**src/rtl/asic_por_seq.sv**
```systemverilog
// asic_por_seq -- core-side power-on sequencer for the IO ring.
//
// Synchronizes and qualifies the ring's asynchronous `poc` net. Once the IO
// supply is valid it first grants pad output enables, then releases core
// reset. Any captured `poc` reassertion collapses everything back to the safe
// state.
//
// Parameters:
//   SYNC_STAGES   synchronizer depth for poc (>=2)
//   STABLE_CYCLES cycles synchronized poc must stay low before io_en (>=1)
//   IO_TO_CORE    cycles from io_en rising to core_rst falling (>=1)
//
// Ports:
//   clk        in   sequencer clock
//   rst        in   asynchronous active-high reset
//   poc        in   1 = IO supply invalid (asynchronous)
//   hold       in   synchronous hold; blocks OFF->STABLE and IO_ON->RUN
//   io_en      out  pad output-enable permission
//   core_rst   out  active-high core reset
//   ready      out  sequence complete (~core_rst)
//   glitch_cnt out  saturating count of poc reassertions while in RUN
//
// Build option: define ASIC_POR_GLITCH_CNT_EN to implement glitch_cnt;
// otherwise it is tied to zero and no counter flops exist.

module asic_por_seq #(
  parameter int unsigned SYNC_STAGES   = 2,
  parameter int unsigned STABLE_CYCLES = 1024,
  parameter int unsigned IO_TO_CORE    = 16
) (
  input  logic       clk,
  input  logic       rst,
  input  logic       poc,
  input  logic       hold,
  output logic       io_en,
  output logic       core_rst,
  output logic       ready,
  output logic [7:0] glitch_cnt
);

  localparam int unsigned MAX_CNT = (STABLE_CYCLES > IO_TO_CORE) ? STABLE_CYCLES : IO_TO_CORE;
  localparam int unsigned CW      = $clog2(MAX_CNT) + 1;
  localparam logic [CW-1:0] STABLE_LAST = CW'(STABLE_CYCLES - 1);
  localparam logic [CW-1:0] IO_LAST     = CW'(IO_TO_CORE - 1);

  typedef enum logic [1:0] {
    OFF    = 2'd0,
    STABLE = 2'd1,
    IO_ON  = 2'd2,
    RUN    = 2'd3
  } state_t;

  state_t                 state, state_d;
  logic [CW-1:0]          cnt, cnt_d;
  logic [SYNC_STAGES-1:0] sync;
  logic                   poc_s;
  logic                   io_en_d, core_rst_d;

  // Synchronizer resets to all-ones so poc reads as asserted out of reset.
  always_ff @(posedge clk or posedge rst) begin
    if (rst) sync <= '1;
    else     sync <= {sync[SYNC_STAGES-2:0], poc};
  end

  assign poc_s = sync[SYNC_STAGES-1];

  always_ff @(posedge clk or posedge rst) begin
    if (rst) begin
      state    <= OFF;
      cnt      <= '0;
      io_en    <= 1'b0;
      core_rst <= 1'b1;
      ready    <= 1'b0;
    end else begin
      state    <= state_d;
      cnt      <= cnt_d;
      io_en    <= io_en_d;
      core_rst <= core_rst_d;
      ready    <= ~core_rst_d;
    end
  end

  always_comb begin
    state_d = state;
    cnt_d   = cnt;
    if (poc_s) begin
      state_d = OFF;
    end else begin
      unique case (state)
        OFF: begin
          if (!hold) state_d = STABLE;
        end
        STABLE: begin
          if (cnt == STABLE_LAST) state_d = IO_ON;
          else                    cnt_d   = cnt + 1'b1;
        end
        IO_ON: begin
          if (cnt >= IO_LAST && !hold) state_d = RUN;
          else if (cnt < IO_LAST)      cnt_d   = cnt + 1'b1;
        end
        RUN: ;
        default: state_d = OFF;
      endcase
    end
    // Counter restarts on every state change.
    if (state_d != state) cnt_d = '0;
    // Outputs are registered from the next-state decode so they move with the state.
    io_en_d    = (state_d == IO_ON) || (state_d == RUN);
    core_rst_d = (state_d != RUN);
  end

`ifdef ASIC_POR_GLITCH_CNT_EN
  logic       glitch_inc;
  logic [7:0] glitch_q;

  assign glitch_inc = poc_s && (state == RUN);

  always_ff @(posedge clk or posedge rst) begin
    if (rst)                             glitch_q <= '0;
    else if (glitch_inc && glitch_q != '1) glitch_q <= glitch_q + 8'd1;
  end

  assign glitch_cnt = glitch_q;
`else
  assign glitch_cnt = '0;
`endif

endmodule
```
**config.mk**
```make
export PLATFORM = sky130hd
export DESIGN_NAME = asic_por_seq
export DESIGN_NICKNAME = d
export VERILOG_FILES = /design/src/rtl/asic_por_seq.sv
export SDC_FILE = /design/constraint.sdc
export NUM_CORES = 1
export LEC_CHECK = 0
export ABC_AREA = 1
export BUFFER_PORTS_ARGS = -buffer_cell sky130_fd_sc_hd__buf_2
export CAP_MARGIN = 25
export CORE_MARGIN = 4
export CORE_UTILIZATION = 50
export CTS_CLUSTER_DIAMETER = 30
export CTS_CLUSTER_SIZE = 14
export DETAILED_ROUTE_END_ITERATION = 10
export HOLD_SLACK_MARGIN = 0.08
export PLACE_DENSITY = 0.76
export SLEW_MARGIN = 20
export SYNTH_ARGS = -nofsm -noshare
export SYNTH_HDL_FRONTEND = slang
export SYNTH_SLANG_ARGS = --single-unit
```
**constraint.sdc**
```tcl
create_clock -name clk -period 1.7 [get_ports clk]
set_input_delay 0.255 -clock clk [delete_from_list [all_inputs] [get_ports clk]]
set_output_delay 0.255 -clock clk [all_outputs]
set_load 0.005 [all_outputs]
```
After elaboration in Yosys (flattened, before gate mapping):

Index checks and enable logic that the tools add are counted.

* flip-flop bits (word level): 18
* output and inout bits: 11
* logic and storage cells: 38
* bits of input ports: 4

* add/subtract/negate cells: 1
* reductions and logical operators: 6
* equal/unequal tests: 11
* muxes and demuxes: 11
* order comparisons: 2
* bitwise operators: 1

Operator list (count)
* 11-bit two-way mux: 5
* 11-bit case mux with 2 select lines: 1
* 11-bit by 1-bit adder with 11-bit output, second input constant: 1
* 11-bit by 10-bit equality test with 1-bit output, second input constant: 1
* 11-bit by 4-bit greater-or-equal comparator with 1-bit output, second input constant: 1
* 11-bit by 4-bit less-than comparator with 1-bit output, second input constant: 1
* 3-bit inequality test, second input constant: 3
* 2-bit two-way mux: 4
* 2-bit equality test, second input constant: 3
* 2-bit case mux with 3 select lines: 1
* 5-bit AND reduction: 1
* 3-bit nonzero test: 1
* 2-bit by 1-bit equality test with 1-bit output, second input constant: 1
* 2-bit zero test: 1
* 2-bit by 1-bit inequality test with 1-bit output, second input constant: 1
* 2-bit inequality test: 1
* 2-bit inequality test, second input constant: 1
* 1-bit logical AND: 1
* 1-bit zero test: 1
* 1-bit logical OR: 1
* 1-bit NOT: 1

Depth between registers and ports, before layout:

Gate-level depths: netlist of the first run.

* word-level depth: 8
* depth in mapped cells: 12
* gate-level depth less buffers: 12

Worst setup path before layout of the first run:

No wires, ideal clock.

* kind: reg-to-reg
* start: reg cnt[0]
* end: reg cnt[10]
* setup time: 117 ps
* cell stages (with the launch flop): 12
* path slack: 57 ps
* data required time: 1583 ps
* arrival time: 1526 ps
* path buffers: 0
* clock period less this slack: 1643 ps
* cells stage by stage: dfrtp_1 > ha_1 > nand2_2 > nor2_4 > inv_1 > nand3_1 > nand2_2 > nand3_2 > nor2_2 > nand2_1 > o21ai_1 > nor2_1

* word-level cells in the longest chain between the ends: 8
* elaborated cells on any way between the ends: 22
* classes of those cells: add/sub (1); order compare (2); eq/ne (6); mux (10); reduce/logical (3)

Ends and longest elaborated chain
* start, declared: RTL line 54 `logic [CW-1:0] cnt, cnt_d;`
* start signal, assigned: RTL line 76 `cnt <= cnt_d;`
* 11-bit by 4-bit greater-or-equal comparator with 1-bit output: RTL line 98 `if (cnt >= IO_LAST && !hold) state_d = RUN;`
* 1-bit logical AND: RTL line 98
* 2-bit two-way mux: RTL line 98
* 2-bit case mux with 3 select lines: RTL line 89 `unique case (state)`
* 2-bit two-way mux: RTL line 86 `if (poc_s) begin`
* 2-bit inequality test: RTL line 106 `if (state_d != state) cnt_d = '0;`
* 3-bit inequality test (no line), or another cell as far along
* 5-bit AND reduction (no line)

Parallel ways exist; a longest one is shown, timed or not. The select of a mux whose other input is x is not followed.
A chain may end at the register's enable or synchronous reset.

Final worst setup path of the first run:

* start: reg cnt[1]
* end: reg cnt[10]

The elaborated chain is that of the path after synthesis.

==> results of run 1 <==
[stage by stage]
step           setup WS, ns  hold WS, ns  std cells   util
2_1_floorplan        0.0567        0.191        137      -
4_1_cts             0.00304        0.378        173  0.598
5_1_grt              -0.121        0.381        175  0.630
3_5_place_dp        -0.0646        0.359        165  0.556
3_3_place_gp         0.0213        0.346        165  0.556
6_report             0.0170        0.374        175  0.630
[layout by cell type (no fill, tap or decap), drive strengths merged]
cell,count
nor2,28
a21oi,4
buf,13
a21o,1
nand4,2
nor4,1
xor2,4
dfrtp,15
o21ai,3
dlygate4sd3,2
clkbuf,4
nand3,8
nand2,25
dfstp,3
conb,8
inv,22
nor3,4
ha,1
[critical path, delay by kind of cell, from the launching register on]
family                     cells  cell delay (ns)
and+or+nand+nor                7             0.64
AOI/OAI and AO/OA              3             0.42
DFF                            1             0.37
adders and majority gates      1             0.19
[synthesized netlist by cell type (3+ instances only)]
master / count
a21oi_2: 3
buf_4: 8
dfrtp_1: 15
dfstp_2: 3
inv_1: 21
nand2_1: 21
nand2_2: 4
nand3_1: 6
nor2_1: 24
xor2_1: 4
[repair_timing]
action,in CTS,in global routing
pin swaps,4,16
gates resized for setup,3,15
hold endpoints to repair,16,0
endpoints found under the setup margin,8,11
buffers inserted,2,2
hold buffers,2,0
[layout make-up]
cell class	count	area [sq um]
Multi-Input combinational cell	89	539
Clock buffer	4	36.3
Tap cell	27	33.8
Fill cell	167	733
Sequential cell	18	454
Inverter	22	82.6
Timing Repair Buffer	15	103
[kinds of logic after synthesis]
| logic type | Yosys count | share of synthesized area |
|---|---|---|
| AND/OR/NAND/NOR | 68 | 0.323 |
| buffers and inverters | 30 | 0.136 |
| flip-flops | 18 | 0.433 |
| AO/OA/AOI/OAI | 8 | 0.0585 |
| XOR/XNOR | 4 | 0.0334 |
| adder cells (fa/ha/maj) | 1 | 0.0119 |
| other | 1 | 0.00358 |
[per-layer routing]
layer  up-vias  global-route usage  routed length [microns]
li1        419                   -                        -
met1       393               0.193                      838
met2        11               0.280                     1100
met3         2              0.0249                       56
met4         0              0.0638                       19
met5         -                   0                        0
[final timing paths]
kind / end / slack [ns] / startpoint / depth (start not counted)
max in group asynchronous: cnt[8] / 0.68 / rst / 3
min in group asynchronous: cnt[2] / 0.59 / rst / 3
min reg2reg: sync[1] / 0.37 / sync[0] / 0
max reg2reg: cnt[10] / 0.02 / cnt[1] / 11
max: cnt[10] / 0.02 / cnt[1] / 11
min: sync[1] / 0.37 / sync[0] / 0
[state kept, by name (all words and copies together) (netlist names)]
register  flops
cnt          11
state         2
ready         1
sync          2
core_rst      1
io_en         1
[power by group]
part / internal, uW / switching [uW]
clock network: 131 / 132
registers: 439 / 7.04
logic: 42.8 / 67.2
==> results.ini, run 1 <==
[place]
io_buffers = 6
gp_congestion = 0.798
post_dp_cell_area_sq_mm = 0.00110
detailed_place_hpwl_microns = 1410

[setup_path]
critPathRequiredTime_ns = 1.94
max_stage_delay_ns = 0.37
start_kind = flip-flop
critPathMaxFanout = 4
path_class = reg -> reg
worstPathCellList = ha_2, nand2_2, nor2_4, nand3_2, a21oi_2, nand2_2, nand2_2, nand2_4, a21oi_4, o21ai_1, nor2_1
arrival_ns = 1.92
slowest_stage = dfrtp_1
worstSetupEndpointType = flip-flop
cp_common_cell = nand2_2

[final_layout]
syn2layout_area_growth_pct = 19.1
nets = 154
final_cell_area_sq_mm = 0.00125
n_antenna_cell = 0
layout-drive-gt1-share = 0.345

[logic_synthesis]
synth.distinct_cells = 25
postSynthCellCount = 130
synth_top_cell_area_share = 0.358
synth_top_area_cell = dfrtp_1
synth_edf_count = 0
ys_seq_elements = 18
synth_warnings = 0
ys.flop_type = dfrtp_1
synth.avg_cell_area_sq_um = 8.07
netlist_area_sq_mm = 0.00105
synthTopCellsByArea = dfrtp_1 (36%), nor2_1 (8.6%), dfstp_2 (7.5%)
async_flop_share = 1.00
synth-seq-area-share = 0.433

[power]
total_power_uw = 819
ir_drop_mv = 0.449
p_leak_uw = 0.000638
power_density_mw_per_mm2 = 656

[timing]
skew_ns = 0.00167
fin_crit_sh = 0.990
fin_tns_setup_ns = 0
fin_crit_ns = 1.68
setup_violations = 0
tightest_slew_ns = 0.682
rsz0062_at_grt = true
clock.fmax_mhz = 594
hold_viol_final = 0
relSlewSlack = 0.545
maxSlewViolCount = 0

[global_routing]
grt_overflow_total = 0
grt_pass1_vias = 757
grt_antenna_before_repair = 0
grtUsageTotal = 0.160
grt_pass1_wl_microns = 3290
grt_max_degree = 19

[detailed_routing]
routedWlPerCell_microns = 11.5
routed_wl_microns = 2020
drt_iter0_markers = 13
drt_pass1_iterations = 4
drc = 0
vias = 825
viasPerCell = 4.71
ant_nets = 0

[clock_network]
cts_tree = yes
cts.clk_slew.worst_paths_ns = 0.10
clock-root-buffer = clkbuf_4
clock-sinks = 18
cts_max_level = 1
insertion_delay_ns = 0.29
cts_buffer_depth = 2
cts_inserted_buffers = 3

[floorplanning]
die-width_microns = 53.8
rows = 16
core_sq_mm = 0.00198
ios = 15
die-area_sq_mm = 0.00289
initial_core_util = 0.529
dieHeight_microns = 53.8

[hold_path]
hold_class = reg -> reg

[status]
status = finished, final reports clean

[run]
maxCapViolCount = 0

Note: power is estimated with default switching activity, not from simulation.
==> run 2, diff against run 1 <==
--- a/config.mk
+++ b/config.mk
@@ -9,12 +9,12 @@
 export BUFFER_PORTS_ARGS = -buffer_cell sky130_fd_sc_hd__buf_2
 export CAP_MARGIN = 25
 export CORE_MARGIN = 4
-export CORE_UTILIZATION = 50
+export CORE_UTILIZATION = 59
 export CTS_CLUSTER_DIAMETER = 30
 export CTS_CLUSTER_SIZE = 14
 export DETAILED_ROUTE_END_ITERATION = 10
 export HOLD_SLACK_MARGIN = 0.08
-export PLACE_DENSITY = 0.76
+export PLACE_DENSITY = 0.84
 export SLEW_MARGIN = 20
 export SYNTH_ARGS = -nofsm -noshare
 export SYNTH_HDL_FRONTEND = slang
==> constraint.sdc (replaced) <==
create_clock -name clk -period 2.1 [get_ports clk]
set_input_delay 0.315 -clock clk [delete_from_list [all_inputs] [get_ports clk]]
set_output_delay 0.315 -clock clk [all_outputs]
set_load 0.005 [all_outputs]
==> run 2 against run 1 <==
Cell count decreased by 6.9%. Count of clock-buffer cells in the layout unchanged. Design area fell by 12%. Sequential power decreased by 19%. Clock skew is 0.0066 ns higher. Fmax is 9.5% lower.
==> results.ini, run 2 (same netlist as run 1, synthesis figures left out) <==
[clock_network]
holdBufCountCts = 0  ; -2
cts.clk_slew.worst_paths_ns = 0.10  ; about the same
clock-sinks = 18  ; unchanged
clock-root-buffer = clkbuf_4
cts_inserted_buffers = 3  ; unchanged
cts_max_level = 1  ; unchanged
cts_tree = yes
insertion_delay_ns = 0.30  ; about the same
post-cts-setup-buffers = 0  ; -2
post_cts_resized = 0  ; -3
cts_buffer_depth = 2  ; unchanged

[setup_path]
arrival_ns = 2.07  ; +0.15 ns
cp_common_cell = nand2_2
worstPathCellList = ha_1, nand2_2, nor2_4, inv_1, nand3_1, nand2_2, nand3_2, nor2_2, nand2_1, o21ai_1, nor2_1
slowest_stage = dfrtp_1
path_buf_inv = 1  ; +1
critPathRequiredTime_ns = 2.31  ; +0.37 ns
path_delay_family = simple AND/OR/NAND/NOR gates
start_kind = flip-flop
max_stage_delay_ns = 0.43  ; +0.06 ns
critPathMaxFanout = 8  ; +4
worstSetupEndpointType = flip-flop
path_class = reg -> reg

[floorplanning]
rows = 14  ; -2
dieHeight_microns = 50.2  ; -6.8%
initial_core_util = 0.658  ; +0.129
core_sq_mm = 0.00159  ; -20%
die-area_sq_mm = 0.00252  ; -13%
die-width_microns = 50.2  ; -6.8%
ios = 15  ; unchanged

[timing]
fin_crit_sh = 0.886  ; -0.104
tightest_slew_ns = 0.673  ; -0.00904 ns
skew_ns = 0.00826  ; +0.00659 ns
maxSlewViolCount = 0  ; unchanged
rsz0062_at_grt = false
relSlewSlack = 0.551  ; +0.00603
hold_viol_final = 0  ; unchanged
fin_crit_ns = 1.86  ; +0.177 ns
fin_tns_setup_ns = 0  ; unchanged
clock.fmax_mhz = 538  ; -9.5%
setup_violations = 0  ; unchanged
worst_hold_slack_ns = 0.0947  ; -0.279 ns

[final_layout]
layout_common_cells = nor2_1 (24), inv_1 (21), nand2_1 (21)
layout-drive-gt1-share = 0.216  ; -0.129
largest_register_ffs = 11  ; unchanged
top_register = cnt
nets = 145  ; -5.8%
syn2layout_area_growth_pct = 5.01
fillCellCount = 128  ; -23%
final_common_cell = nor2_1
n_antenna_cell = 0  ; unchanged
largestRegisters = cnt (11), state (2), sync (2)

[detailed_routing]
drt_pass1_iterations = 4  ; unchanged
drt_iter0_markers = 10  ; -3
viasPerCell = 4.82  ; +2.3%
routedWlPerCell_microns = 10.8  ; -5.9%
ant_nets = 0  ; unchanged
routed_wl_microns = 1770  ; -12%
vias = 786  ; -4.7%
drc = 0  ; unchanged

[place]
io_buffers = 6  ; unchanged
gp_congestion = 0.854  ; +7.0%
detailed_place_hpwl_microns = 1400  ; -0.51%

[global_routing]
grt_overflow_total = 0  ; unchanged
grt_antenna_before_repair = 0  ; unchanged
grtUsageTotal = 0.166  ; +0.00597
grt_pass1_vias = 791  ; +4.5%
grt_max_degree = 19  ; unchanged
grt_pass1_wl_microns = 3200  ; -2.7%

[status]
status = finished, final reports clean

[power]
power_density_mw_per_mm2 = 549  ; -16%
p_leak_uw = 0.000567  ; -11%
ir_drop_mv = 0.466  ; +3.6%

[hold_path]
hold_class = in -> async

[run]
maxCapViolCount = 0  ; unchanged

==> run 2: cell types whose count changed in the layout (fill, tap and decap cells not counted), moves of 2 or more <==
cell,before,now
nand2_2,6,4
inv_1,19,21
nor2_1,22,24
nand3_2,4,2
nor2_2,4,2
dlygate4sd3_1,2,0
nand3_1,3,6
buf_4,7,0
nand2_1,17,21
inv_2,3,1
nand2_4,2,0
==> run 2: area by class of cell <==
| type | instances | area, sq um | share of cell area |
|---|---|---|---|
| Clock buffer | 4 | 26.3 | 0.0239 |
| Inverter | 22 | 82.6 | 0.0750 |
| Multi-Input combinational cell | 89 | 478 | 0.434 |
| Sequential cell | 18 | 454 | 0.412 |
| Tap cell | 24 | 30.0 | 0.0273 |
| Timing Repair Buffer | 6 | 30.0 | 0.0273 |
==> run 2: report_power, final <==
| part | total, uW | switching [uW] | internal, uW | leakage [uW] |
|---|---|---|---|---|
| combinational | 62.6 | 42.8 | 19.8 | 0.000313 |
| clock | 181 | 106 | 74.1 | 0.0000150 |
| sequential | 362 | 6.82 | 355 | 0.000239 |
| total | 605 | 156 | 449 | 0.000567 |
==> run 2: worst paths after layout <==
path / from / to / slack (ns) / cells after the start
max: cnt[0] / cnt[10] / 0.24 / 11
min: rst / cnt[7] / 0.09 / 2
max reg2reg: cnt[0] / cnt[10] / 0.24 / 11
min reg2reg: sync[0] / sync[1] / 0.36 / 0
max in group asynchronous: rst / ready / 1.57 / 2
min in group clk: poc / sync[0] / 0.11 / 1
==> run 2: layer usage <==
metal  vias up  GRT usage  share of wire
met5         -          0              0
met4         0     0.0553          0.011
met3         3     0.0562          0.062
met2        20      0.304           0.51
met1       364      0.176           0.42
li1        399          -              -
==> run 2: metrics by stage <==
step / instance area (sq um) / total power (uW) / setup slack, ns / std cells / util
after floorplan: 1070 / 427 / 0.457 / 137 / -
after global placement: 1070 / 429 / 0.338 / 159 / 0.674
after detailed placement: 1070 / 431 / 0.245 / 159 / 0.674
after CTS: 1100 / 614 / 0.224 / 163 / 0.691
after global routing: 1100 / 643 / 0.0902 / 163 / 0.691
final: 1100 / 605 / 0.240 / 163 / 0.691
==> run 3, diff against run 2 <==
--- a/config.mk
+++ b/config.mk
@@ -5,7 +5,6 @@
 export SDC_FILE = /design/constraint.sdc
 export NUM_CORES = 1
 export LEC_CHECK = 0
-export ABC_AREA = 1
 export BUFFER_PORTS_ARGS = -buffer_cell sky130_fd_sc_hd__buf_2
 export CAP_MARGIN = 25
 export CORE_MARGIN = 4
==> run 3 against run 2 <==
The run now ends with negative setup slack left. Sequential power up 2%. Utilization up 9.4 points. Via count is 25% higher. Critical path type unchanged. Critical endpoint is now cnt[6]. Highest routed layer unchanged.
==> results.ini, run 3 <==
[setup_path]
rr_startpoint = cnt[8]
regToRegSetupSlack_ns = -0.18  ; -0.42 ns
worstReg2RegEnd = cnt[6]
arrival_ns = 2.51  ; +0.44 ns
critPathMaxFanout = 7  ; -1
start_kind = flip-flop
worstSetupEndpointType = flip-flop
path_class = reg -> reg
worstRegToRegCells = 5  ; -6
critPathRequiredTime_ns = 2.33  ; +0.02 ns

[final_layout]
syn2layout_area_growth_pct = 25.2
layout-drive-gt1-share = 0.403  ; +0.187
largest_register_ffs = 11  ; unchanged
layout_common_cells = buf_4 (21), dfrtp_1 (15), nor2_1 (8), conb_1 (8)
largestRegisters = cnt (11), state (2), sync (2)
multi_input_area_sq_um = 613  ; +28%
regArea_sq_um = 454  ; unchanged
final_common_cell = buf_4
n_antenna_cell = 0  ; unchanged
nets = 140  ; -3.4%
fillCellCount = 114  ; -11%
top_register = cnt

[timing]
fin_crit_ns = 2.28  ; +0.417 ns
rsz0062_at_grt = true
fin_tns_setup_ns = -0.516  ; -0.516 ns
maxSlewViolCount = 0  ; unchanged
relSlewSlack = 0.552  ; +0.000954
clock.fmax_mhz = 439  ; -18%
hold_viol_final = 0  ; unchanged
setup_violations = 7  ; +7
fin_crit_sh = 1.08  ; +0.199
fin_ws_ns = -0.177  ; -0.417 ns
tightest_slew_ns = 0.671  ; -0.00143 ns
skew_ns = 0.00519  ; -0.00307 ns

[hold_path]
hold_class = in -> async

[clock_network]
clock-sinks = 18  ; unchanged
cts.clk_slew.worst_paths_ns = 0.11  ; about the same
clock-root-buffer = clkbuf_4
cts_max_level = 1  ; unchanged
cts_buffer_depth = 2  ; unchanged
cts_inserted_buffers = 3  ; unchanged
insertion_delay_ns = 0.31  ; about the same
cts_tree = yes

[floorplanning]
dieHeight_microns = 50.8  ; +1.3%
ios = 15  ; unchanged
initial_core_util = 0.627  ; -0.0310
rows = 15  ; +1
die-width_microns = 50.8  ; +1.3%
core_sq_mm = 0.00173  ; +8.3%
die-area_sq_mm = 0.00258  ; +2.7%

[logic_synthesis]
yosys-mux-area-fraction = 0.00925  ; +0.00925
postSynthCellCount = 107  ; -18%
synth-seq-area-share = 0.420  ; -0.0135
async_flop_share = 1.00  ; unchanged
synth_edf_count = 0  ; unchanged
ys.flop_type = dfrtp_1
ys_seq_elements = 18  ; unchanged
synth_xor_area_frac = 0.00809  ; -0.0253
synth_most_common_cell = dfrtp_1
synth_top_cell_area_share = 0.347  ; -0.0112
synth_top_area_cell = dfrtp_1
synthSimpleGateAreaFrac = 0.231  ; -0.0922
synthAdderAreaFrac = 0.0116  ; -0.000372
synth.distinct_cells = 39  ; +56%
synth_common_cells = dfrtp_1 (15), a21oi_1 (8), buf_4 (8), nor2_1 (8), inv_1 (6)
synth.avg_cell_area_sq_um = 10.1  ; +25%
synth_warnings = 0  ; unchanged
synthTopCellsByArea = dfrtp_1 (35%), dfstp_2 (7.3%), buf_4 (5.5%)
synth_top_family_by_area = simple AND/OR/NAND/NOR gates
synth_compound_area_frac = 0.194  ; +0.136
netlist_area_sq_mm = 0.00108  ; +3.2%

[detailed_routing]
drt_pass1_iterations = 4  ; unchanged
vias = 981  ; +25%
ant_nets = 0  ; unchanged
routed_wl_microns = 2750  ; +55%
viasPerCell = 6.17  ; +28%
routedWlPerCell_microns = 17.3  ; +59%
drt_iter0_markers = 45  ; +35
drc = 0  ; unchanged

[place]
gp_congestion = 0.875  ; +2.6%
preCtsSetupSlack_ns = -0.0888  ; -0.334 ns
io_buffers = 6  ; unchanged
detailed_place_hpwl_microns = 1730  ; +23%

[power]
p_sw_uw = 183  ; +17%
ir_drop_mv = 0.478  ; +2.6%
power_frac_comb = 0.139  ; +0.036
power_frac_seq = 0.537  ; -0.061
switching_share = 0.265  ; +0.00692
power.share.clock = 0.324  ; +0.026
p_int_uw = 507  ; +13%
power_density_mw_per_mm2 = 509  ; -7.3%
p_leak_uw = 0.000593  ; +4.7%

[global_routing]
grt_max_degree = 19  ; unchanged
grt_overflow_total = 0  ; unchanged
grt_antenna_before_repair = 0  ; unchanged
grt_pass1_wl_microns = 3930  ; +23%
grtUsageTotal = 0.209  ; +0.0429
grt_pass1_vias = 899  ; +14%

[status]
status = finished, violations left
violations = negative setup slack

[run]
maxCapViolCount = 0  ; unchanged

==> run 3: critical path, cell delays in order, from the launching register on <==
cell and delay, ns:
dfrtp_1 0.40, or4_4 0.58, nor4b_4 0.41, o211ai_4 0.15
or4_1 0.47, a21oi_1 0.19
==> run 3: cells by family (layout without fill, tap and decap cells) <==
kind of cell | count (synthesis) | in the layout
compound gates | 26 | 27
xor+xnor | 1 | 1
fa+ha+maj | 1 | 1
buf+inv | 19 | 38
flops | 18 | 18
mux | 1 | 1
other cells | 1 | 8
simple gates | 40 | 40
==> run 3: worst max-delay path by stage <==
stage                      start      to  cells after the start
after global placement    cnt[5]  cnt[6]                      5
after CTS                 cnt[9]  cnt[8]                      5
final                     cnt[8]  cnt[6]                      5
after floorplan           cnt[4]  cnt[2]                      7
after global routing      cnt[0]  cnt[6]                      7
after detailed placement  cnt[5]  cnt[7]                      5
==> run 3: final cells by class <==
class,instances,area share
tap,25,0.0231
multi-input combinational,78,0.452
sequential,18,0.335
clock buffer,4,0.0268
inverter,6,0.0166
timing repair buffer,28,0.146
==> run 3: power groups by stage <==
| stage | Sequential [uW] | Clock (uW) | Combinational (uW) |
|---|---|---|---|
| final | 371 | 223 | 96.1 |
| after global routing | 373 | 248 | 107 |
| after CTS | 369 | 223 | 76.7 |
| after detailed placement | 376 | 0 | 76.2 |
| after global placement | 375 | 0 | 71.6 |
| after floorplan | 374 | 0 | 65.1 |
==> run 3: what timing repair did <==
item | CTS | global route
hold endpoints to repair | 0 | 1
cloned | 0 | 1
buffers inserted | 1 | 4
resized for setup | 0 | 15
hold buffers | 0 | 1
pin swaps | 2 | 8
setup endpoints to repair | 7 | 11
==> run 3: metrics by stage <==
step	hold slack [ns]	area, sq um	total power (uW)	util	std cells
6_report	0.0852	1360	690	0.785	159
5_1_grt	0.118	1360	728	0.785	159
4_1_cts	0.0988	1220	669	0.709	153
3_5_place_dp	0.350	1180	452	0.683	148
3_3_place_gp	0.353	1180	447	0.683	148
2_1_floorplan	0.251	1110	440	-	114
==> run 3: per-layer routing <==
| layer | up-vias | GRT usage | routed length, microns | share of wire |
|---|---|---|---|---|
| met5 | - | 0 | 0 | 0 |
| met4 | 0 | 0.0673 | 49 | 0.018 |
| met3 | 10 | 0.0758 | 235 | 0.086 |
| met2 | 61 | 0.383 | 1450 | 0.53 |
| met1 | 465 | 0.220 | 1010 | 0.37 |
| li1 | 445 | - | - | - |
